`config.mk`:
```
export PLATFORM = sky130hd
export DESIGN_NAME = mem_arbiter
export DESIGN_NICKNAME = d
export VERILOG_FILES = /design/src/rtl/mem_arbiter.sv
export SDC_FILE = /design/constraint.sdc
export NUM_CORES = 1
export LEC_CHECK = 0
export CAP_MARGIN = 25
export CORE_ASPECT_RATIO = 0.5
export CORE_UTILIZATION = 44
export CTS_CLUSTER_SIZE = 30
export DETAILED_ROUTE_END_ITERATION = 8
export HOLD_SLACK_MARGIN = 0.03
export PLACE_DENSITY_LB_ADDON = 0.3
export SYNTH_ARGS = -nofsm -noshare
export SYNTH_HDL_FRONTEND = slang
export SYNTH_SLANG_ARGS = --single-unit
```
`constraint.sdc`:
```
create_clock -name clk -period 3.5 [get_ports clk]
set_input_delay 0.35 -clock clk [delete_from_list [all_inputs] [get_ports clk]]
set_output_delay 0.35 -clock clk [all_outputs]
set_load 0.01 [all_outputs]
```
`src/rtl/mem_arbiter.sv`:
```
// Shares the single ram between instruction fetch and load/store; read hit acks 2 cycles after request.
// Requests hold until a one-cycle ack; per-port stall is req & ~ack; accesses abort after TIMEOUT cycles.
module mem_arbiter #(
    parameter int TIMEOUT = 1023
) (
    input  logic        clk,
    input  logic        rst,
    input  logic        inst_req_i,
    input  logic [31:0] inst_addr_i,
    output logic        inst_ack_o,
    output logic [31:0] inst_data_o,
    input  logic        data_req_i,
    input  logic        data_we_i,
    input  logic [31:0] data_addr_i,
    input  logic [3:0]  data_sel_i,
    input  logic [31:0] data_wdata_i,
    output logic        data_ack_o,
    output logic [31:0] data_rdata_o,
    output logic        stall_if_o,
    output logic        stall_mem_o,
    output logic        err_o,
    output logic        busy_o,
    output logic        ram_ce_o,
    output logic        ram_we_o,
    output logic [31:0] ram_addr_o,
    output logic [3:0]  ram_sel_o,
    output logic [31:0] ram_data_o,
    input  logic [31:0] ram_data_i,
    input  logic        ram_hit1_i,
    input  logic        ram_hit2_i
);
    localparam int TW = $clog2(TIMEOUT + 1);

    typedef enum logic [1:0] {S_IDLE, S_ACCESS, S_RESP} state_t;

    state_t        r_state;
    logic          r_grant_data;
    logic          r_last_data;
    logic [TW-1:0] r_tcnt;
    logic          r_inst_ack;
    logic [31:0]   r_inst_data;
    logic          r_data_ack;
    logic [31:0]   r_data_rdata;
    logic          r_err;
    logic          r_busy;
    logic          r_ce;
    logic          r_we;
    logic [31:0]   r_addr;
    logic [3:0]    r_sel;
    logic [31:0]   r_wdata;

    logic          w_grant_data;
    logic          w_done;
    logic          w_timeout;
    logic [31:0]   w_rd_val;

    // On contention the port that did not win last time gets the ram.
    assign w_grant_data = data_req_i & (~inst_req_i | ~r_last_data);
    // Writes must wait for the slow path; hit1 only reflects a read hit.
    assign w_done       = r_we ? ram_hit2_i : (ram_hit1_i | ram_hit2_i);
    assign w_timeout    = (r_tcnt == TW'(TIMEOUT - 1));
    assign w_rd_val     = (w_done && !r_we) ? ram_data_i : 32'h0;

    always_ff @(posedge clk) begin
        if (rst) begin
            r_state      <= S_IDLE;
            r_grant_data <= 1'b0;
            r_last_data  <= 1'b0;
            r_tcnt       <= '0;
            r_inst_ack   <= 1'b0;
            r_inst_data  <= 32'h0;
            r_data_ack   <= 1'b0;
            r_data_rdata <= 32'h0;
            r_err        <= 1'b0;
            r_busy       <= 1'b0;
            r_ce         <= 1'b0;
            r_we         <= 1'b0;
            r_addr       <= 32'h0;
            r_sel        <= 4'h0;
            r_wdata      <= 32'h0;
        end else begin
            case (r_state)
                S_IDLE: begin
                    if (inst_req_i || data_req_i) begin
                        r_grant_data <= w_grant_data;
                        r_ce         <= 1'b1;
                        r_we         <= w_grant_data & data_we_i;
                        r_addr       <= w_grant_data ? data_addr_i : inst_addr_i;
                        r_sel        <= w_grant_data ? data_sel_i : 4'b1111;
                        r_wdata      <= w_grant_data ? data_wdata_i : 32'h0;
                        r_busy       <= 1'b1;
                        r_tcnt       <= '0;
                        r_state      <= S_ACCESS;
                    end
                end
                S_ACCESS: begin
                    r_tcnt <= r_tcnt + 1'b1;
                    // Completion takes priority over a coincident timeout.
                    if (w_done || w_timeout) begin
                        r_ce    <= 1'b0;
                        r_we    <= 1'b0;
                        r_err   <= ~w_done;
                        r_state <= S_RESP;
                        if (r_grant_data) begin
                            r_data_ack   <= 1'b1;
                            r_data_rdata <= w_rd_val;
                        end else begin
                            r_inst_ack  <= 1'b1;
                            r_inst_data <= w_rd_val;
                        end
                    end
                end
                S_RESP: begin
                    r_inst_ack   <= 1'b0;
                    r_inst_data  <= 32'h0;
                    r_data_ack   <= 1'b0;
                    r_data_rdata <= 32'h0;
                    r_err        <= 1'b0;
                    r_last_data  <= r_grant_data;
                    r_tcnt       <= '0;
                    r_busy       <= 1'b0;
                    r_state      <= S_IDLE;
                end
                default: r_state <= S_IDLE;
            endcase
        end
    end

    assign inst_ack_o   = r_inst_ack;
    assign inst_data_o  = r_inst_data;
    assign data_ack_o   = r_data_ack;
    assign data_rdata_o = r_data_rdata;
    assign err_o        = r_err;
    assign busy_o       = r_busy;
    assign ram_ce_o     = r_ce;
    assign ram_we_o     = r_we;
    assign ram_addr_o   = r_addr;
    assign ram_sel_o    = r_sel;
    assign ram_data_o   = r_wdata;
    assign stall_if_o   = inst_req_i & ~r_inst_ack;
    assign stall_mem_o  = data_req_i & ~r_data_ack;

endmodule

```
==> results.sh, run 1 <==
export IMPL_design_core_area_um2=12200
export IMPL_criticalPathCategory="reg2reg"
export IMPL_synthCells=555
export IMPL_post_synth_net_total=700
export IMPL_synth_edff_count=0
export IMPL_critical_path_startpoint="r_state[1]"
export IMPL_cts_hold_repair_buffers=0
export IMPL_die_h_um=82.3
export IMPL_first_pass_iters=4
export IMPL_worst_r2r_cell_count=6
export IMPL_final_min_period_over_clock_period_pct=65.5
export IMPL_mappedNetlistArea_um2=5670
export IMPL_final_setup_tns_ps=0
export IMPL_timing_critical_path_fanout_max=38
export IMPL_cts_tree="done"
export IMPL_grt_setup_unrepaired="false"
export IMPL_worst_setup_path_end_kind="flop"
export IMPL_slew_headroom_pct=53.1
export IMPL_synth_top_area_cells="sky130_fd_sc_hd__dfxtp_1 54%, sky130_fd_sc_hd__a22o_1 9.9%, sky130_fd_sc_hd__mux2i_1 6.2%, sky130_fd_sc_hd__nor2_1 5.7%, sky130_fd_sc_hd__a211oi_1 4.5%"
export IMPL_placementRows=28
export IMPL_initial_utilization_pct=46.5
export IMPL_clkPwrFrac_pct=35.4
export IMPL_cp_depth=6
export IMPL_clock_sinks=152
export IMPL_crit_chain="inv_1 -> ha_1 -> o21a_2 -> buf_4 -> nor2_1 -> a211oi_1"
export IMPL_power_switching_mw=1.52
export IMPL_power_per_cell_area_nw_per_um2=569
export IMPL_synth_avg_cell_area_um2=10.2
export IMPL_power_share_sequential_pct=39.4
export IMPL_detail_route_wirelength_um=16500
export IMPL_clock_fmax_mhz=436
export IMPL_post_route_cells_drive_above_1_share_pct=6.41
export IMPL_synthMostInstantiatedCell="sky130_fd_sc_hd__dfxtp_1"
export IMPL_synth_largest_type_area_fraction_pct=53.6
export IMPL_synth_yosys_seq_area_share_pct=53.6
export IMPL_ys_seq_elements=152
export IMPL_num_io_pins=279
export IMPL_max_cap_violations=0
export IMPL_internal_power_consumption_mw=3.69
export IMPL_drt_iter0_markers=339
export IMPL_detailroute_wirelength_met2_um=8010
export IMPL_critical_path_reg2reg_endpoint="ram_addr_o[9]"
export IMPL_grt_max_degree=61
export IMPL_nNetsFinal=959
export IMPL_synth_top_area_cell="sky130_fd_sc_hd__dfxtp_1"
export IMPL_reg2reg_from="r_state[1]"
export IMPL_setup_viol=0
export IMPL_element_type_at_the_critical_path_start="flop"
export IMPL_ys_top_cells_by_count="152 x sky130_fd_sc_hd__dfxtp_1, 86 x sky130_fd_sc_hd__nor2_1, 64 x sky130_fd_sc_hd__a22o_1"
export IMPL_critPathTopFamily="compound AO/OA/AOI/OAI gates"
export IMPL_area_of_the_die_um2=13400
export IMPL_clk_latency_ps=420
export IMPL_cts_path_max_buffers=2
export IMPL_global_route_overflow_total=0
export IMPL_cts_htree_levels=4
export IMPL_fillCellCount=839
export IMPL_highest_signal_layer="met4"
export IMPL_min_period_ps=2290
export IMPL_buffers_on_ports=278
export IMPL_async_flop_share_pct=0
export IMPL_critPathCapture="ram_addr_o[9]"
export IMPL_grt_first_pass_wirelength_um=25100
export IMPL_total_power_mw=5.21
export IMPL_areaGrowthSynthToFinish_pct=61.2
export IMPL_timing_critical_path_arrival_ps=2610
export IMPL_routed_via_count=5201
export IMPL_cts_repair_timing_setup_buffer_count=0
export IMPL_cts_root_buf="sky130_fd_sc_hd__clkbuf_16"
export IMPL_gp_congestion=0.768
export IMPL_insertedDiodeCount=0
export IMPL_run_status="finished, final reports clean"
export IMPL_netSwitchingFraction_pct=29.1
export IMPL_maxSlewViolCount=0
export IMPL_ys_flop_type="sky130_fd_sc_hd__dfxtp_1"
export IMPL_antenna_violations_before_repair=0
export IMPL_vias_in_the_first_global_route=4977
export IMPL_crit_slowest_cell="sky130_fd_sc_hd__o21a_2"
export IMPL_grtUsageTotal_pct=24.1
export IMPL_route_layer_met1_wl_um=7010
export IMPL_largest_voltage_drop_on_the_vdd_net_mv=0.367
export IMPL_reg2reg_setup_slack_ps=1210
export IMPL_tightestPinTransition_ps=703
export IMPL_post_drt_via_cell_ratio=5.24
export IMPL_detailed_place_hpwl_um=11600
export IMPL_hold_violation_total_from_the_final_report=0
export IMPL_chipWidth_um=163
export IMPL_combinational_power_share_pct=25.2
export IMPL_final_antenna_violating_net_count=0
export IMPL_worst_setup_hold_path_clk_slew_ps=60
export IMPL_cp_slowest_stage_delay_ps=680
export IMPL_power_static_leakage_nw=3.51
export IMPL_drc=0
export IMPL_wl_met3_um=1150
export IMPL_wl_per_cell_um=16.7
export IMPL_timing_hold_worst_class="in2reg"
export IMPL_ys_warn_count=0
export IMPL_netlist_cell_type_count=44
export IMPL_tritoncts_num_buffers=17
export IMPL_cp_data_required_time_ps=3820
export IMPL_finalClockSkew_ps=9.87
export IMPL_cp_num_buf_inv=2
export IMPL_count_of_instances_resized_after_the_clock_tree_is_built=0
==> power by group through the flow <==
stage	combinational [mW]	sequential (mW)	clock, mW
after CTS	1.32	2.05	1.87
after floorplan	0.539	2.16	0
after global placement	1.28	2.08	0
after detailed placement	1.30	2.09	0
after global routing	1.42	2.08	1.95
final	1.31	2.05	1.84
==> cells in the final DEF, fill, tap and decap left out, types with 3 or more instances in the layout <==
cell type,n
sky130_fd_sc_hd__xor2_1,3
sky130_fd_sc_hd__or3_1,5
sky130_fd_sc_hd__nor2_1,86
sky130_fd_sc_hd__a31oi_1,3
sky130_fd_sc_hd__nand2b_1,6
sky130_fd_sc_hd__nor4_1,3
sky130_fd_sc_hd__nor2b_1,5
sky130_fd_sc_hd__nand3_1,4
sky130_fd_sc_hd__dfxtp_1,152
sky130_fd_sc_hd__clkdlybuf4s50_1,277
sky130_fd_sc_hd__a21oi_1,9
sky130_fd_sc_hd__buf_4,10
sky130_fd_sc_hd__clkbuf_16,17
sky130_fd_sc_hd__a211oi_1,34
sky130_fd_sc_hd__a22o_1,64
sky130_fd_sc_hd__nor3_1,4
sky130_fd_sc_hd__inv_1,7
sky130_fd_sc_hd__nand2_1,9
sky130_fd_sc_hd__ha_1,6
sky130_fd_sc_hd__xnor2_1,3
sky130_fd_sc_hd__and2_1,4
sky130_fd_sc_hd__a22oi_1,32
sky130_fd_sc_hd__inv_8,3
sky130_fd_sc_hd__nand4_1,5
sky130_fd_sc_hd__clkinv_4,4
sky130_fd_sc_hd__mux2i_1,35
sky130_fd_sc_hd__o21ai_0,4
==> worst min-delay path by stage <==
stage                                 from          endpoint  slack, ps  depth (start not counted)
after CTS                              rst     ram_addr_o[7]        460                          2
after global routing       data_rdata_o[2]   data_rdata_o[2]        490                          1
final                                  rst     ram_addr_o[7]        470                          2
after detailed placement   data_rdata_o[9]   data_rdata_o[9]        460                          1
after floorplan                  r_tcnt[9]         r_tcnt[9]        460                          2
after global placement    data_rdata_o[29]  data_rdata_o[29]        460                          1
==> through the flow <==
| step | util (%) | setup WS, ps | cell area, um2 | std cells | hold slack, ps |
|---|---|---|---|---|---|
| 2_1_floorplan | - | 1670 | 5670 | 555 | 458 |
| 6_report | 75.0 | 1210 | 9140 | 992 | 466 |
| 5_1_grt | 75.0 | 1000 | 9140 | 992 | 493 |
| 3_3_place_gp | 70.1 | 1210 | 8550 | 960 | 456 |
| 4_1_cts | 75.0 | 1200 | 9140 | 992 | 458 |
| 3_5_place_dp | 70.1 | 1090 | 8550 | 960 | 456 |
==> registers in the layout, summed over array words and instances, names as in the netlist, 2 cells and up <==
register	flops
data_rdata_o	32
inst_data_o	32
ram_addr_o	32
ram_data_o	32
r_tcnt	10
ram_sel_o	4
r_state	2
==> cell families after synthesis <==
| kind of cell | count (synthesis) | synth area share, % |
|---|---|---|
| AOI/OAI and AO/OA | 158 | 21.9 |
| xor gates and xnor gates | 6 | 0.927 |
| adders and majority gates | 6 | 1.32 |
| buffers and inverters | 56 | 4.32 |
| DFF | 152 | 53.6 |
| muxes | 35 | 6.18 |
| and+or+nand+nor | 142 | 11.8 |
==> routing by layer <==
layer	track usage (%)	vias up
met5	0	-
met4	9.91	0
met3	7.49	31
met2	41.8	195
met1	28.3	2430
li1	-	2545
==> layout make-up <==
cell class              instances  area (um2)  area share [%]
multi-input cells             347        2420            26.4
repair buffers                288        2850            31.2
well taps                     165         206            2.26
clock buffers                  18         429            4.69
clock inverters                14         166            1.82
flip-flops and latches        152        3040            33.3
inverters                       8        30.0           0.328
Power figures use the tool's default switching activity.
==> run 2: changes to the inputs <==
- CORE_UTILIZATION: 44 -> 36
- clock period: 3.5 -> 2.1 ns (I/O delays scaled with it)
==> run 2 against run 1 <==
Effect of this change:
- the flow now finishes with violations (DRC)
- cell area grew 2.1%
- clock-buffer cell count is the same
- final cell count increased by 4.5%
- register-to-register slack worse by 1000 ps
- via count down 0.50%
- combinational power rose by 70%
- die area is 22% higher
- flip-flop and latch count did not move
- setup slack lost 1000 ps
- largest power group unchanged
==> results.sh, run 2 (synthesis results as in run 1) <==
export IMPL_cp_slowest_stage_delay_ps=420
export IMPL_total_power_mw=8.70
export IMPL_vias_in_the_first_global_route=5110
export IMPL_grt_first_pass_wirelength_um=26400
export IMPL_post_dp_cell_area_um2=8740
export IMPL_largest_voltage_drop_on_the_vdd_net_mv=0.564
export IMPL_reg2reg_from="r_state[0]"
export IMPL_drt_iter0_markers=283
export IMPL_layout_cells_most_common="sky130_fd_sc_hd__clkdlybuf4s50_1"
export IMPL_power_per_cell_area_nw_per_um2=932
export IMPL_cp_data_required_time_ps=2430
export IMPL_timing_critical_path_fanout_max=6
export IMPL_area_of_the_die_um2=16300
export IMPL_num_io_pins=279
export IMPL_cell_type_with_the_highest_occurrence_count_on_the_critical_path="sky130_fd_sc_hd__or3_1"
export IMPL_timing_hold_worst_class="in2reg"
export IMPL_min_period_ps=1920
export IMPL_post_drt_via_cell_ratio=4.99
export IMPL_cts_tree="done"
export IMPL_mostFrequentLayoutCells="277 x sky130_fd_sc_hd__clkdlybuf4s50_1, 152 x sky130_fd_sc_hd__dfxtp_1, 86 x sky130_fd_sc_hd__nor2_1"
export IMPL_setup_viol=0
export IMPL_power_static_leakage_nw=3.57
export IMPL_crit_slowest_cell="sky130_fd_sc_hd__or3_1"
export IMPL_cts_htree_levels=4
export IMPL_run_status="complete, but fails checks"
export IMPL_crit_chain="inv_1 -> ha_1 -> nor3b_2 -> or3_1 -> or3_1 -> a21oi_1"
export IMPL_fillCellCount=1248
export IMPL_detailed_place_hpwl_um=11100
export IMPL_worstHoldPathCells=4
export IMPL_slew_headroom_pct=65.0
export IMPL_gp_congestion=0.779
export IMPL_insertedDiodeCount=0
export IMPL_detail_route_wirelength_um=15900
export IMPL_tritoncts_num_buffers=17
export IMPL_design_core_area_um2=15400
export IMPL_worst_setup_path_end_kind="flop"
export IMPL_clk_latency_ps=410
export IMPL_worst_hold_path_endpoint="err_o"
export IMPL_element_type_at_the_critical_path_start="flop"
export IMPL_cts_repair_timing_setup_buffer_count=0
export IMPL_grtUsageTotal_pct=20.1
export IMPL_final_antenna_violating_net_count=0
export IMPL_max_cap_violations=0
export IMPL_hold_violation_total_from_the_final_report=0
export IMPL_finalClockSkew_ps=13.5
export IMPL_nNetsFinal=965
export IMPL_grt_max_degree=71
export IMPL_areaGrowthSynthToFinish_pct=64.6
export IMPL_buffers_on_ports=278
export IMPL_clock_sinks=152
export IMPL_grt_setup_unrepaired="false"
export IMPL_cp_num_buf_inv=1
export IMPL_placementRows=32
export IMPL_initial_utilization_pct=36.8
export IMPL_routed_via_count=5175
export IMPL_final_area_um2=9340
export IMPL_cts_hold_repair_buffers=0
export IMPL_final_min_period_over_clock_period_pct=91.2
export IMPL_clock_fmax_mhz=522
export IMPL_wl_per_cell_um=15.3
export IMPL_antenna_violations_before_repair=0
export IMPL_reg2reg_setup_slack_ps=180
export IMPL_critPathTopFamily="simple AND/OR/NAND/NOR gates"
export IMPL_global_route_overflow_total=0
export IMPL_chipWidth_um=180
export IMPL_worst_setup_hold_path_clk_slew_ps=60
export IMPL_worst_r2r_cell_count=6
export IMPL_min_from="rst"
export IMPL_first_pass_iters=7
export IMPL_maxSlewViolCount=0
export IMPL_drc=14
export IMPL_critical_path_reg2reg_endpoint="r_tcnt[7]"
export IMPL_final_setup_tns_ps=0
export IMPL_post_route_cells_drive_above_1_share_pct=7.32
export IMPL_violated_checks="DRC"
export IMPL_tightestPinTransition_ps=525
export IMPL_timing_critical_path_arrival_ps=2250
export IMPL_cts_path_max_buffers=2
export IMPL_criticalPathCategory="reg2reg"
export IMPL_die_h_um=90.8
export IMPL_cts_root_buf="sky130_fd_sc_hd__clkbuf_16"
-- run 2: changes by cell type in the layout (fill, tap and decap cells not counted), sizes merged --
cell      previous run  this run
clkinvlp             2         3
inv                 13        16
buf                 11        17
bufinv               2         1
clkinv               5         2
-- run 2: repair_timing --
item                       4_1_cts  5_1_grt
setup endpoints to repair        0       44
resized for setup                0        1
hold endpoints to repair         0        0
-- run 2: final cells by class --
cell class / count / area [um2] / share of cell area (%)
multi-input cells: 347 / 2420 / 25.9
flip-flops and latches: 152 / 3040 / 32.6
clock buffers: 18 / 439 / 4.70
clock inverters: 14 / 153 / 1.63
repair buffers: 294 / 3000 / 32.1
well taps: 204 / 255 / 2.73
inverters: 8 / 30.0 / 0.322
-- run 2: per-layer routing --
metal / up-vias / global-route usage (%) / wire length (um)
met5: - / 0 / 0
met4: 0 / 5.82 / 177
met3: 15 / 4.96 / 962
met2: 159 / 34.8 / 7630
met1: 2434 / 24.7 / 7100
li1: 2567 / - / -
-- run 2: power breakdown --
group | internal, mW | switching [mW] | leakage, nW
Sequential | 3.22 | 0.203 | 1.24
Clock | 1.72 | 1.33 | 0.282
Combinational | 1.21 | 1.03 | 2.04
Total | 6.14 | 2.56 | 3.57
-- run 2: worst max-delay path by stage --
stage                     from              to  slack [ps]  depth (start not counted)
floorplan           r_state[0]       r_tcnt[7]         270                          7
global placement    data_req_i       r_tcnt[7]         200                          5
detailed placement  data_req_i       r_tcnt[1]         150                          5
CTS                 r_state[1]  inst_data_o[2]         180                          7
global route        r_state[0]  inst_data_o[4]          50                          7
finish              r_state[0]       r_tcnt[7]         180                          6
-- run 2: worst min-delay path, stage by stage --
cell and delay (ps):
sky130_fd_sc_hd__buf_2 110, sky130_fd_sc_hd__nor2_1 50, sky130_fd_sc_hd__nand2_1 50, sky130_fd_sc_hd__mux2i_1 50
-- run 2: through the flow --
stage | cells | hold slack [ps] | setup WS (ps) | util [%]
floorplan | 555 | 336 | 266 | -
global placement | 1005 | 455 | 199 | 56.7
detailed placement | 1005 | 458 | 147 | 56.7
CTS | 1037 | 115 | 179 | 60.6
global route | 1037 | 157 | 45.7 | 60.6
finish | 1037 | 122 | 185 | 60.6
